### src/rtl/regs_cmd_arbiter_pkg.sv
// Shared definitions for the register command-bus arbiter: bus command
// encoding and the transaction FSM states.
package regs_cmd_pkg;

  localparam logic [1:0] CMD_IDLE = 2'b00;
  localparam logic [1:0] CMD_RD   = 2'b01;
  localparam logic [1:0] CMD_WR   = 2'b10;

  typedef enum logic [1:0] {
    ST_IDLE   = 2'd0,
    ST_ISSUE  = 2'd1,
    ST_RDWAIT = 2'd2,
    ST_RESP   = 2'd3
  } state_t;

  // Only RD and WR produce a bus cycle; IDLE and 2'b11 are answered with an error.
  function automatic logic cmd_is_legal(input logic [1:0] c);
    return (c == CMD_RD) || (c == CMD_WR);
  endfunction

endpackage

### src/rtl/regs_cmd_arbiter_if.sv
// Requester-side and register-bus-side bundles of the command arbiter.
// Requesters are masters of the request bundle; the arbiter masters the bus.
interface regs_cmd_req_if #(
  parameter int addr_width = 8,
  parameter int data_width = 32,
  parameter int nreq       = 2
);
  logic [nreq-1:0]            req_valid;
  logic [nreq-1:0]            req_ready;
  logic [2*nreq-1:0]          req_cmd;
  logic [addr_width*nreq-1:0] req_addr;
  logic [data_width*nreq-1:0] req_wdata;
  logic [nreq-1:0]            rsp_valid;
  logic                       rsp_err;
  logic [data_width-1:0]      rsp_rdata;

  modport master (
    output req_valid, req_cmd, req_addr, req_wdata,
    input  req_ready, rsp_valid, rsp_err, rsp_rdata
  );

  modport slave (
    input  req_valid, req_cmd, req_addr, req_wdata,
    output req_ready, rsp_valid, rsp_err, rsp_rdata
  );
endinterface

interface regs_cmd_bus_if #(
  parameter int addr_width = 8,
  parameter int data_width = 32
);
  logic [1:0]            cmd;
  logic [addr_width-1:0] cmd_addr;
  logic [data_width-1:0] cmd_data_w;
  logic [data_width-1:0] cmd_data_r;

  modport master (
    output cmd, cmd_addr, cmd_data_w,
    input  cmd_data_r
  );

  modport slave (
    input  cmd, cmd_addr, cmd_data_w,
    output cmd_data_r
  );
endinterface

### src/rtl/regs_cmd_arbiter_rr_arbiter.sv
// Combinational round-robin grant: the search starts one past i_ptr and
// wraps modulo nreq; the first pending request found wins.
module rr_arbiter #(
  parameter int nreq  = 2,
  parameter int ptr_w = (nreq > 1) ? $clog2(nreq) : 1
) (
  input  logic [nreq-1:0]  i_req,
  input  logic [ptr_w-1:0] i_ptr,
  output logic [nreq-1:0]  o_grant
);

  logic [ptr_w-1:0] w_idx;
  logic             w_found;

  always_comb begin
    o_grant = '0;
    w_found = 1'b0;
    w_idx   = '0;
    for (int k = 1; k <= nreq; k++) begin
      w_idx = ptr_w'((int'(i_ptr) + k) % nreq);
      if (!w_found && i_req[w_idx]) begin
        o_grant[w_idx] = 1'b1;
        w_found        = 1'b1;
      end
    end
  end

endmodule

### src/rtl/regs_cmd_arbiter.sv
// Shares the register-block command bus between nreq requesters: round-robin
// accept, one bus command per accepted request, one-cycle response pulse.
module regs_cmd_arbiter
  import regs_cmd_pkg::*;
#(
  parameter int addr_width = 8,
  parameter int data_width = 32,
  parameter int nreq       = 2
) (
  input  logic           clk,
  input  logic           rst,
  regs_cmd_req_if.slave  req_if,
  regs_cmd_bus_if.master bus_if
);

  localparam int ptr_w = (nreq > 1) ? $clog2(nreq) : 1;

  state_t                r_state, w_state_next;
  logic [ptr_w-1:0]      r_last_g, w_last_g_next;
  logic [nreq-1:0]       r_gnt, w_gnt_next;
  logic [1:0]            r_lat_cmd, w_lat_cmd_next;
  logic [1:0]            r_cmd, w_cmd_next;
  logic [addr_width-1:0] r_cmd_addr, w_cmd_addr_next;
  logic [data_width-1:0] r_cmd_data_w, w_cmd_data_w_next;
  logic [nreq-1:0]       r_rsp_valid, w_rsp_valid_next;
  logic                  r_rsp_err, w_rsp_err_next;
  logic [data_width-1:0] r_rsp_rdata, w_rsp_rdata_next;

  logic [nreq-1:0]       w_grant;
  logic [nreq-1:0]       w_req_ready;
  logic [ptr_w-1:0]      w_sel_idx;
  logic [1:0]            w_sel_cmd;
  logic [addr_width-1:0] w_sel_addr;
  logic [data_width-1:0] w_sel_wdata;

  logic [1:0]            w_req_cmd   [nreq];
  logic [addr_width-1:0] w_req_addr  [nreq];
  logic [data_width-1:0] w_req_wdata [nreq];

  generate
    for (genvar gi = 0; gi < nreq; gi++) begin : g_unpack
      assign w_req_cmd[gi]   = req_if.req_cmd[2*gi +: 2];
      assign w_req_addr[gi]  = req_if.req_addr[addr_width*gi +: addr_width];
      assign w_req_wdata[gi] = req_if.req_wdata[data_width*gi +: data_width];
    end
  endgenerate

  rr_arbiter #(
    .nreq  (nreq),
    .ptr_w (ptr_w)
  ) u_rr (
    .i_req   (req_if.req_valid),
    .i_ptr   (r_last_g),
    .o_grant (w_grant)
  );

  always_comb begin
    w_sel_idx = '0;
    for (int i = 0; i < nreq; i++) begin
      if (w_grant[i]) begin
        w_sel_idx = ptr_w'(i);
      end
    end
  end

  assign w_sel_cmd   = w_req_cmd[w_sel_idx];
  assign w_sel_addr  = w_req_addr[w_sel_idx];
  assign w_sel_wdata = w_req_wdata[w_sel_idx];

  // Output registers are loaded on the transition into the state that shows them.
  always_comb begin
    w_state_next      = r_state;
    w_last_g_next     = r_last_g;
    w_gnt_next        = r_gnt;
    w_lat_cmd_next    = r_lat_cmd;
    w_cmd_next        = CMD_IDLE;
    w_cmd_addr_next   = r_cmd_addr;
    w_cmd_data_w_next = r_cmd_data_w;
    w_rsp_valid_next  = '0;
    w_rsp_err_next    = 1'b0;
    w_rsp_rdata_next  = '0;
    w_req_ready       = '0;
    case (r_state)
      ST_IDLE: begin
        if (|req_if.req_valid) begin
          w_req_ready    = w_grant;
          w_last_g_next  = w_sel_idx;
          w_gnt_next     = w_grant;
          w_lat_cmd_next = w_sel_cmd;
          if (cmd_is_legal(w_sel_cmd)) begin
            w_state_next      = ST_ISSUE;
            w_cmd_next        = w_sel_cmd;
            w_cmd_addr_next   = w_sel_addr;
            w_cmd_data_w_next = w_sel_wdata;
          end else begin
            w_state_next     = ST_RESP;
            w_rsp_valid_next = w_grant;
            w_rsp_err_next   = 1'b1;
          end
        end
      end
      ST_ISSUE: begin
        if (r_lat_cmd == CMD_WR) begin
          w_state_next     = ST_RESP;
          w_rsp_valid_next = r_gnt;
        end else begin
          w_state_next = ST_RDWAIT;
        end
      end
      ST_RDWAIT: begin
        w_state_next     = ST_RESP;
        w_rsp_valid_next = r_gnt;
        w_rsp_rdata_next = bus_if.cmd_data_r;
      end
      ST_RESP: begin
        w_state_next = ST_IDLE;
      end
      default: begin
        w_state_next = ST_IDLE;
      end
    endcase
  end

  always_ff @(posedge clk) begin
    if (rst) begin
      r_state      <= ST_IDLE;
      r_last_g     <= ptr_w'(nreq - 1);
      r_gnt        <= '0;
      r_lat_cmd    <= CMD_IDLE;
      r_cmd        <= CMD_IDLE;
      r_cmd_addr   <= '0;
      r_cmd_data_w <= '0;
      r_rsp_valid  <= '0;
      r_rsp_err    <= 1'b0;
      r_rsp_rdata  <= '0;
    end else begin
      r_state      <= w_state_next;
      r_last_g     <= w_last_g_next;
      r_gnt        <= w_gnt_next;
      r_lat_cmd    <= w_lat_cmd_next;
      r_cmd        <= w_cmd_next;
      r_cmd_addr   <= w_cmd_addr_next;
      r_cmd_data_w <= w_cmd_data_w_next;
      r_rsp_valid  <= w_rsp_valid_next;
      r_rsp_err    <= w_rsp_err_next;
      r_rsp_rdata  <= w_rsp_rdata_next;
    end
  end

  assign req_if.req_ready  = w_req_ready;
  assign req_if.rsp_valid  = r_rsp_valid;
  assign req_if.rsp_err    = r_rsp_err;
  assign req_if.rsp_rdata  = r_rsp_rdata;
  assign bus_if.cmd        = r_cmd;
  assign bus_if.cmd_addr   = r_cmd_addr;
  assign bus_if.cmd_data_w = r_cmd_data_w;

endmodule

### src/flat_wrapper.sv
// flat-port wrapper written by rule: the top's interface ports become plain ports
module regs_cmd_arbiter_flat import regs_cmd_pkg::*;
#(
  parameter int addr_width = 8,
  parameter int data_width = 32,
  parameter int nreq       = 2
)
  (clk, rst, req_if_req_valid, req_if_req_cmd, req_if_req_addr, req_if_req_wdata, req_if_req_ready, req_if_rsp_valid, req_if_rsp_err, req_if_rsp_rdata, bus_if_cmd, bus_if_cmd_addr, bus_if_cmd_data_w, bus_if_cmd_data_r);
  regs_cmd_req_if #(.addr_width(addr_width), .data_width(data_width), .nreq(nreq)) req_if_i ();
  regs_cmd_bus_if #(.addr_width(addr_width), .data_width(data_width)) bus_if_i ();
  input  logic clk;
  input  logic rst;
  input wire logic [$bits(req_if_i.req_valid)-1:0] req_if_req_valid;
  input wire logic [$bits(req_if_i.req_cmd)-1:0] req_if_req_cmd;
  input wire logic [$bits(req_if_i.req_addr)-1:0] req_if_req_addr;
  input wire logic [$bits(req_if_i.req_wdata)-1:0] req_if_req_wdata;
  output wire logic [$bits(req_if_i.req_ready)-1:0] req_if_req_ready;
  output wire logic [$bits(req_if_i.rsp_valid)-1:0] req_if_rsp_valid;
  output wire logic [$bits(req_if_i.rsp_err)-1:0] req_if_rsp_err;
  output wire logic [$bits(req_if_i.rsp_rdata)-1:0] req_if_rsp_rdata;
  output wire logic [$bits(bus_if_i.cmd)-1:0] bus_if_cmd;
  output wire logic [$bits(bus_if_i.cmd_addr)-1:0] bus_if_cmd_addr;
  output wire logic [$bits(bus_if_i.cmd_data_w)-1:0] bus_if_cmd_data_w;
  input wire logic [$bits(bus_if_i.cmd_data_r)-1:0] bus_if_cmd_data_r;
  assign req_if_i.req_valid = req_if_req_valid;
  assign req_if_i.req_cmd = req_if_req_cmd;
  assign req_if_i.req_addr = req_if_req_addr;
  assign req_if_i.req_wdata = req_if_req_wdata;
  assign req_if_req_ready = req_if_i.req_ready;
  assign req_if_rsp_valid = req_if_i.rsp_valid;
  assign req_if_rsp_err = req_if_i.rsp_err;
  assign req_if_rsp_rdata = req_if_i.rsp_rdata;
  assign bus_if_cmd = bus_if_i.cmd;
  assign bus_if_cmd_addr = bus_if_i.cmd_addr;
  assign bus_if_cmd_data_w = bus_if_i.cmd_data_w;
  assign bus_if_i.cmd_data_r = bus_if_cmd_data_r;
  regs_cmd_arbiter #(.addr_width(addr_width), .data_width(data_width), .nreq(nreq)) u_core (.clk(clk), .rst(rst), .req_if(req_if_i), .bus_if(bus_if_i));
endmodule
### config.mk
export PLATFORM = sky130hd
export DESIGN_NAME = regs_cmd_arbiter_flat
export DESIGN_NICKNAME = d
export VERILOG_FILES = /design/src/rtl/regs_cmd_arbiter_pkg.sv /design/src/rtl/regs_cmd_arbiter_if.sv /design/src/rtl/regs_cmd_arbiter_rr_arbiter.sv /design/src/rtl/regs_cmd_arbiter.sv /design/src/flat_wrapper.sv
export SDC_FILE = /design/constraint.sdc
export NUM_CORES = 1
export LEC_CHECK = 0
export ABC_AREA = 1
export CORE_MARGIN = 5
export CORE_UTILIZATION = 44
export DETAILED_ROUTE_END_ITERATION = 8
export PLACE_DENSITY = 0.86
export SYNTH_ARGS = -nofsm -noshare
export SYNTH_HDL_FRONTEND = slang
export SYNTH_SLANG_ARGS = --single-unit
### constraint.sdc
create_clock -name clk -period 3.9 [get_ports clk]
set_input_delay 0.78 -clock clk [delete_from_list [all_inputs] [get_ports clk]]
set_output_delay 0.78 -clock clk [all_outputs]
set_load 0.005 [all_outputs]
Word level (Yosys, flattened, before mapping)
Index checks and enable logic that the tools add are counted.
Widths: inputs -> output; s select.

cells by class
  bitwise logic cells = 6
  eq/ne operators = 7
  add/subtract/negate cells = 2
  order comparisons = 5
  mux-type cells = 32
  reduce and logical (&&, ||, !) cells = 12

operators with widths
  operator             count
  $mux 32              3
  $mux 2               12
  $mux 8               3
  $mux 1               10
  $eq 2x2->1 const B   4
  $pmux 2 s4           1
  $pmux 2 s3           1
  $eq 2x1->1 const B   2
  $lt 1x2->1 const B   2
  $not 1->1            4
  $reduce_or 2->1      2
  $reduce_or 4->1      1
  $logic_and 1x1->1    3
  $reduce_and 3->1     1
  $reduce_or 3->1      1
  $add 1x1->1 const B  2
  $demux 1 s1          2
  $ge 1x1->1 const B   2
  $ge 2x2->1 const B   1
  $logic_not 2->1      1
  $ne 2x1->1 const B   1
  $not 1->2            1
  $or 2x2->2           1
  $reduce_and 2->1     1
  other kinds (2)      2

word-level totals
  output and inout port bits = 79
  input port bits = 120
  word-level logic and storage cells = 74
  register bits after elaboration = 84

Longest topological paths before layout
Gate-level depths: netlist of run 1.

  word-level depth = 18
  mapped depth = 10

By module
Synthesis of run 1 repeated with hierarchy kept, for this count alone.

second synthesis, totals
  cells, all modules = 577
  area, all modules = 3918.8 um^2

modules (own cells, without submodules)
  module            times used  cells an instance  area an instance (um^2)  sequential area each (um^2)
  regs_cmd_arbiter  1           572                3898.7                   1681.6
  rr_arbiter        1           5                  20.0                     0.0

Worst setup path before layout of run 1
Ideal clock, no wire load.

  path kind = input -> output
  start point = input port req_if_req_valid[1]
  end point = output port req_if_req_ready[1]
  data required time = 3120 ps
  stages on the path = 5
  data arrival time = 1348 ps
  setup slack = 1772 ps
  cells stage by stage = inv_2 > a21oi_4 > buf_2 > nand2_1 > inv_1

between the ends
  cells in the longest elaborated chain, start to end = 8
  elaborated cells between the ends (all ways) = 13

ends and longest elaborated chain
  what                                       line                               RTL
  start: declaration                         flat_wrapper.sv:13                 input wire logic [$bits(req_if_i.req_valid)-1:0] req_if_req_valid;
  $mux 1 (not written as such) (2 in a row)  regs_cmd_arbiter_rr_arbiter.sv:21  if (!w_found && i_req[w_idx]) begin
  $mux 1                                     regs_cmd_arbiter_rr_arbiter.sv:21
  $logic_not 1->1                            regs_cmd_arbiter_rr_arbiter.sv:21
  $logic_and 1x1->1                          regs_cmd_arbiter_rr_arbiter.sv:21
  $mux 2                                     regs_cmd_arbiter_rr_arbiter.sv:21
  $mux 2 (*)                                 regs_cmd_arbiter.sv:85             if (|req_if.req_valid) begin
  $mux 2 (*)                                 regs_cmd_arbiter.sv:83             case (r_state)
  end: declaration                           flat_wrapper.sv:17                 output wire logic [$bits(req_if_i.req_ready)-1:0] req_if_req_ready;

Mark *: on every way between the ends. The rest lies on a longest branch, timed or not. The select of a mux whose other input is x is not followed.

Final worst setup path of run 1
Ends and elaborated chain as after synthesis.

==> out/qor.txt, run 1 <==
FILL cells = 776
critical path data arrival time = 2220 ps
cts hold-fix bufs = 0
Routed WL = 12700 um
Yosys top cell area share = 41.4%
Crit Path Max Fanout = 4
count leader, synth = nand2_1
CTS tree = done
Area Growth Syn to Fin = 55.8%
Post-DRT Antenna Nets = 0
#FFs+latches synth = 84
worst slew pin tran = 848 ps
hold depth = 2
Worst Setup End Kind = output port
Lkg Pwr = 3.31 nW
total global-route track usage = 22.5%
Wirelength per Cell = 13.2 um
top cells by area, synth = dfxtp_1, nand2_1, inv_1, nand3_1, nor2_1
Worst path max stage delay = 540 ps
CP startpoint kind = primary input
setup bufs post-CTS = 0
via count = 4403
sequential fraction of the synthesis area = 41.4%
maximum buffer depth of the clock tree = 2
FF-to-FF End = u_core.bus_if.cmd[0]$_SDFF_PP0_
largest net degree at the start of global routing = 46
outcome = complete, no violations
Reg2Reg Setup Slack = 1620 ps
Most used DFF post-synth = dfxtp_1
share of layout cells above drive strength 1 = 4.00%
power per cell area = 509 nW/um^2
post-place setup slack = 551 ps
starting DRC count in detailed routing = 196
vias in the first global route = 4298
initial core utilization = 44.6%
setup slack after layout = 901 ps
Yosys warning total = 0
Final setup viols = 0
Net Switching = 1.17 mW
H-tree depth = 3
Seq pwr share = 35.9%
cell-internal power = 2.06 mW
Die W = 106 um
HP Start = u_core.r_gnt[0]$_SDFFE_PP0P_
Mapped Area = 4070 sq um
Reg clk slew, reported paths = 80 ps
Post-synth ARST share = 0%
Worst Reg2Reg Path Length in Cells = 10
Die H = 106 um
Worst Path Required = 3120 ps
nets = 970
Synth Net Count = 784
Worst slew margin = 43.4%
First-pass DRT Iterations = 5
fin crit period = 3000 ps
Post-synth EDFFs = 0
Synth top cells by count = nand2_1, inv_1, nand3_1
most used cell, CP = clkdlybuf4s50_1
first-pass GRT wire length = 20400 um
max-slew violation count = 0
worst min path class = register to register
clk_lat worst skew = 350 ps
clk root buf = clkbuf_8
Final Hold Viols = 0
Fmax = 333 MHz
combinational share of power = 44.6%
# clock sinks = 84
GP Congestion = 0.839
Tot Pwr = 3.23 mW
Buffers on Ports = 198
leading area contributor after synthesis = dfxtp_1
Core ar. = 9110 sq um
worst hold slack = 475 ps
Hold EP = u_core.r_gnt[0]$_SDFFE_PP0P_
post-CTS sizing = 0
clk_skew = 11.4 ps
post-synthesis cell type count = 19
initial antenna violation count = 0
worst path cell trace = clkdlybuf4s50_1 > inv_2 > a21oi_4 > nand2_1 > inv_1 > clkdlybuf4s50_1
boundary pin count = 199
RSZ-0062 raised after global routing = false
sw frac = 36.2%
synthesized instance count = 660
Worst VDD drop = 0.000394 V
total CTS buffers = 9
gr ovfl total = 0
diode count = 0
DR DRC count = 0
reg-to-reg critical path startpoint = u_core.r_last_g$_SDFFE_PP1P_
die area = 11300 sq um
Clock power frac = 19.5%
setup TNS = 0 ps
cell row count = 35
Avg Cell Area, Syn = 6.16 sq um
Max-cap violations = 0
Detail Placement HPWL = 9700 um
Via density = 4.58
CP max-delay cell = clkdlybuf4s50_1
final period utilization = 76.9%
Setup CP Type = primary input to output port
[layer usage]
layer	routed length, um	GRT usage (%)	vias up
met5	0	0	-
met4	350	8.70	0
met3	703	4.49	28
met2	6790	42.8	142
met1	4860	24.2	1964
li1	-	-	2269
[layout by cell type (no fill, tap or decap)]
master	instances
a21oi_1	7
a21oi_4	1
buf_12	1
buf_4	8
bufinv_16	1
clkbuf_8	9
clkdlybuf4s50_1	198
clkinv_1	1
clkinv_4	1
clkinvlp_4	2
dfxtp_1	84
ha_1	4
inv_1	167
inv_2	4
inv_6	3
nand2_1	186
nand2_2	1
nand3_1	88
nand3_2	1
nand3b_1	1
nor2_1	75
nor2_4	1
o211a_1	1
o211ai_1	2
o21ai_0	3
or2_2	1
[power by group through the flow]
stage | Combinational [mW] | Sequential, mW | Clock, mW
floorplan | 0.727 | 1.19 | 0
global placement | 1.38 | 1.17 | 0
detailed placement | 1.44 | 1.18 | 0
CTS | 1.45 | 1.16 | 0.643
global route | 1.62 | 1.19 | 0.676
finish | 1.44 | 1.16 | 0.627
[worst max path at each step]
stage / start / to / slack, ps / cells after the start
final: req_if_req_valid[1] / req_if_req_ready[1] / 900 / 6
after global routing: req_if_req_valid[0] / u_core.bus_if.cmd[0]$_SDFF_PP0_ / 540 / 10
after CTS: req_if_req_valid[1] / req_if_req_ready[1] / 900 / 6
after detailed placement: req_if_req_valid[0] / u_core.bus_if.cmd[0]$_SDFF_PP0_ / 550 / 10
after global placement: req_if_req_valid[0] / u_core.bus_if.cmd[0]$_SDFF_PP0_ / 670 / 10
after floorplan: req_if_req_valid[1] / req_if_req_ready[1] / 1770 / 5
[worst max-delay path, delay by kind of cell]
family / cells / cell delay (ps)
buf+inv: 4 / 1230
simple gates: 1 / 100
compound gates: 1 / 110
[per-stage QoR]
stage	utilization [%]	instance area [sq um]	instances
floorplan	-	4070	660
global placement	67.3	6130	946
detailed placement	67.3	6130	946
CTS	69.5	6330	962
global route	69.5	6330	962
finish	69.5	6330	962
[area by class of cell]
cell class	count	area (sq um)	share of cell area, %
multi-input combinational	372	1600	25.3
clock buffer	9	124	1.96
sequential	84	1680	26.5
inverter	172	646	10.2
tap	111	139	2.19
timing repair buffer	207	2060	32.5
clock inverter	7	80.1	1.26
[kinds of logic after synthesis]
| group | synth area share, % |
|---|---|
| buf+inv | 19.5 |
| flops | 41.4 |
| simple gates | 35.7 |
| compound gates | 2.25 |
| fa+ha+maj | 1.23 |
[flip-flops by register name (all words and copies together) (netlist names)]
signal	count
u_core.r_state	2
u_core.r_lat_cmd	2
u_core.req_if.rsp_err	1
u_core.r_last_g	1
u_core.bus_if.cmd	2
u_core.req_if.rsp_rdata	32
u_core.r_gnt	2
u_core.req_if.rsp_valid	2
u_core.bus_if.cmd_addr	8
u_core.bus_if.cmd_data_w	32
No activity file was read; power rests on OpenSTA's default activity.
==> run 2: changes to the inputs <==
Settings changed: CORE_UTILIZATION 44 to 41, PLACE_DENSITY 0.86 to 0.81.
Clock period 3.9 ns to 3.1 ns, I/O delays scaled along.
==> out/qor.txt, run 2 (synthesis results as in run 1) <==
Reg clk slew, reported paths = 80 ps (about the same)
setup bufs post-CTS = 0 (unchanged)
vias in the first global route = 4236 (was 4298)
CP startpoint kind = primary input (unchanged)
most common cell after layout, fill and taps aside = clkdlybuf4s50_1 (unchanged)
worst min path class = register to register (unchanged)
initial antenna violation count = 0 (unchanged)
clk root buf = clkbuf_8 (unchanged)
Storage cell area = 1680 sq um (unchanged)
first-pass GRT wire length = 19600 um (was 20400 um)
Max-cap violations = 0 (unchanged)
worst slew pin tran = 470 ps (was 848 ps)
largest net degree at the start of global routing = 45 (was 46)
GP Congestion = 0.784 (was 0.839)
Clock power frac = 18.5% (was 19.5%)
setup slack after layout = 385 ps (was 901 ps)
outcome = complete, no violations (unchanged)
H-tree depth = 3 (unchanged)
max-slew violation count = 0 (unchanged)
Lkg Pwr = 3.32 nW (was 3.31 nW)
sw frac = 35.7% (was 36.2%)
setup TNS = 0 ps (unchanged)
placed insts = 972 (was 946)
fin crit period = 2710 ps
Setup CP Type = primary input to output port (unchanged)
cts hold-fix bufs = 0 (unchanged)
First-pass DRT Iterations = 5 (unchanged)
critical path data arrival time = 2090 ps (was 2220 ps)
die area = 12000 sq um (was 11300 sq um)
clk_lat worst skew = 340 ps (was 350 ps)
Die H = 110 um (was 106 um)
Worst slew margin = 68.6% (was 43.4%)
nets = 974 (was 970)
Fmax = 368 MHz
cell-internal power = 2.59 mW (was 2.06 mW)
final period utilization = 87.6%
dpl cell area = 6180 sq um (was 6130 sq um)
clk_skew = 10.2 ps (was 11.4 ps)
Tot Pwr = 4.02 mW (was 3.23 mW)
Worst Setup End Kind = output port (unchanged)
Via density = 4.41 (was 4.58)
starting DRC count in detailed routing = 243 (was 196)
boundary pin count = 199 (unchanged)
Detail Placement HPWL = 9730 um (was 9700 um)
Final Hold Viols = 0 (unchanged)
FILL cells = 892 (was 776)
Die W = 110 um (was 106 um)
RSZ-0062 raised after global routing = false (unchanged)
DR DRC count = 0 (unchanged)
post-place setup slack = 293 ps (was 551 ps)
Final setup viols = 0 (unchanged)
# clock sinks = 84 (unchanged)
Non-Filler Instances = 987 (was 962)
Post-DRT Antenna Nets = 0 (unchanged)
power per cell area = 632 nW/um^2 (was 509 nW/um^2)
CTS tree = done (unchanged)
total global-route track usage = 20.6% (was 22.5%)
most frequent cells in the layout = clkdlybuf4s50_1, nand2_1, inv_1 (unchanged)
Seq pwr share = 36.4% (was 35.9%)
initial core utilization = 41.8% (was 44.6%)
combinational share of power = 45.1% (was 44.6%)
cell row count = 36 (was 35)
share of layout cells above drive strength 1 = 4.10% (was 4.00%)
Wirelength per Cell = 12.9 um (was 13.2 um)
total CTS buffers = 9 (unchanged)
Routed WL = 12800 um (was 12700 um)
Buffers on Ports = 198 (unchanged)
maximum buffer depth of the clock tree = 2 (unchanged)
gr ovfl total = 0 (unchanged)
Worst VDD drop = 0.000515 V (was 0.000394 V)
Crit Path Max Fanout = 4 (unchanged)
Worst Path Required = 2480 ps (was 3120 ps)
via count = 4352 (was 4403)
Net Switching = 1.43 mW (was 1.17 mW)
Area Growth Syn to Fin = 56.4% (was 55.8%)
diode count = 0 (unchanged)
cell area after layout = 6360 sq um (was 6330 sq um)
post-CTS sizing = 0 (unchanged)
Core ar. = 9730 sq um (was 9110 sq um)
multi-input logic area = 1600 sq um (unchanged)
==> run 2: cell types whose count changed in the layout (fill, tap and decap cells not counted) <==
cell / previous run / this run
buf_4: 8 / 13
clkbuf_1: 0 / 2
buf_12: 1 / 0
inv_6: 3 / 0
clkinv_2: 0 / 1
clkinvlp_4: 2 / 1
==> run 2: area by class of cell <==
cell class                 count  share of cell area, %
tap                          133                   2.62
inverter                     172                   10.2
timing repair buffer         211                   32.7
multi-input combinational    372                   25.2
sequential                    84                   26.4
clock buffer                  11                   2.07
clock inverter                 4                  0.807
==> run 2: per-layer routing <==
metal  global-route usage, %  vias to the layer above  wire length, um
met2                    38.1                      126             6740
met5                       0                        -                0
met4                    8.46                        0              364
met1                    23.2                     1929             5070
met3                    3.35                       26              583
li1                        -                     2271                -
==> run 2: stage by stage <==
stage / utilization [%] / hold slack, ps
floorplan: - / 439
global placement: 63.5 / 453
detailed placement: 63.5 / 459
CTS: 65.4 / 477
global route: 65.4 / 497
finish: 65.4 / 480
==> run 2: final timing paths <==
check             slack [ps]  cells after the start                                  endpoint                         start
hold / removal           480                      2              u_core.r_gnt[0]$_SDFFE_PP0P_  u_core.r_gnt[0]$_SDFFE_PP0P_
hold reg to reg          480                      2              u_core.r_gnt[0]$_SDFFE_PP0P_  u_core.r_gnt[0]$_SDFFE_PP0P_
setup / recovery         390                      6                       req_if_req_ready[1]           req_if_req_valid[1]
setup reg to reg        1060                     11  u_core.bus_if.cmd_data_w[9]$_SDFFE_PP0P_  u_core.r_last_g$_SDFFE_PP1P_
==> run 2: power by group through the flow <==
stage / registers [mW] / logic [mW] / clock network (mW)
floorplan: 1.50 / 0.915 / 0
global placement: 1.47 / 1.75 / 0
detailed placement: 1.49 / 1.81 / 0
CTS: 1.46 / 1.83 / 0.765
global route: 1.49 / 2.04 / 0.799
finish: 1.46 / 1.81 / 0.745
==> run 2: critical path: stages <==
cell and delay [ps]:
clkdlybuf4s50_1 560, inv_2 60, a21oi_4 110, nand2_1 110, inv_1 120, clkdlybuf4s50_1 520
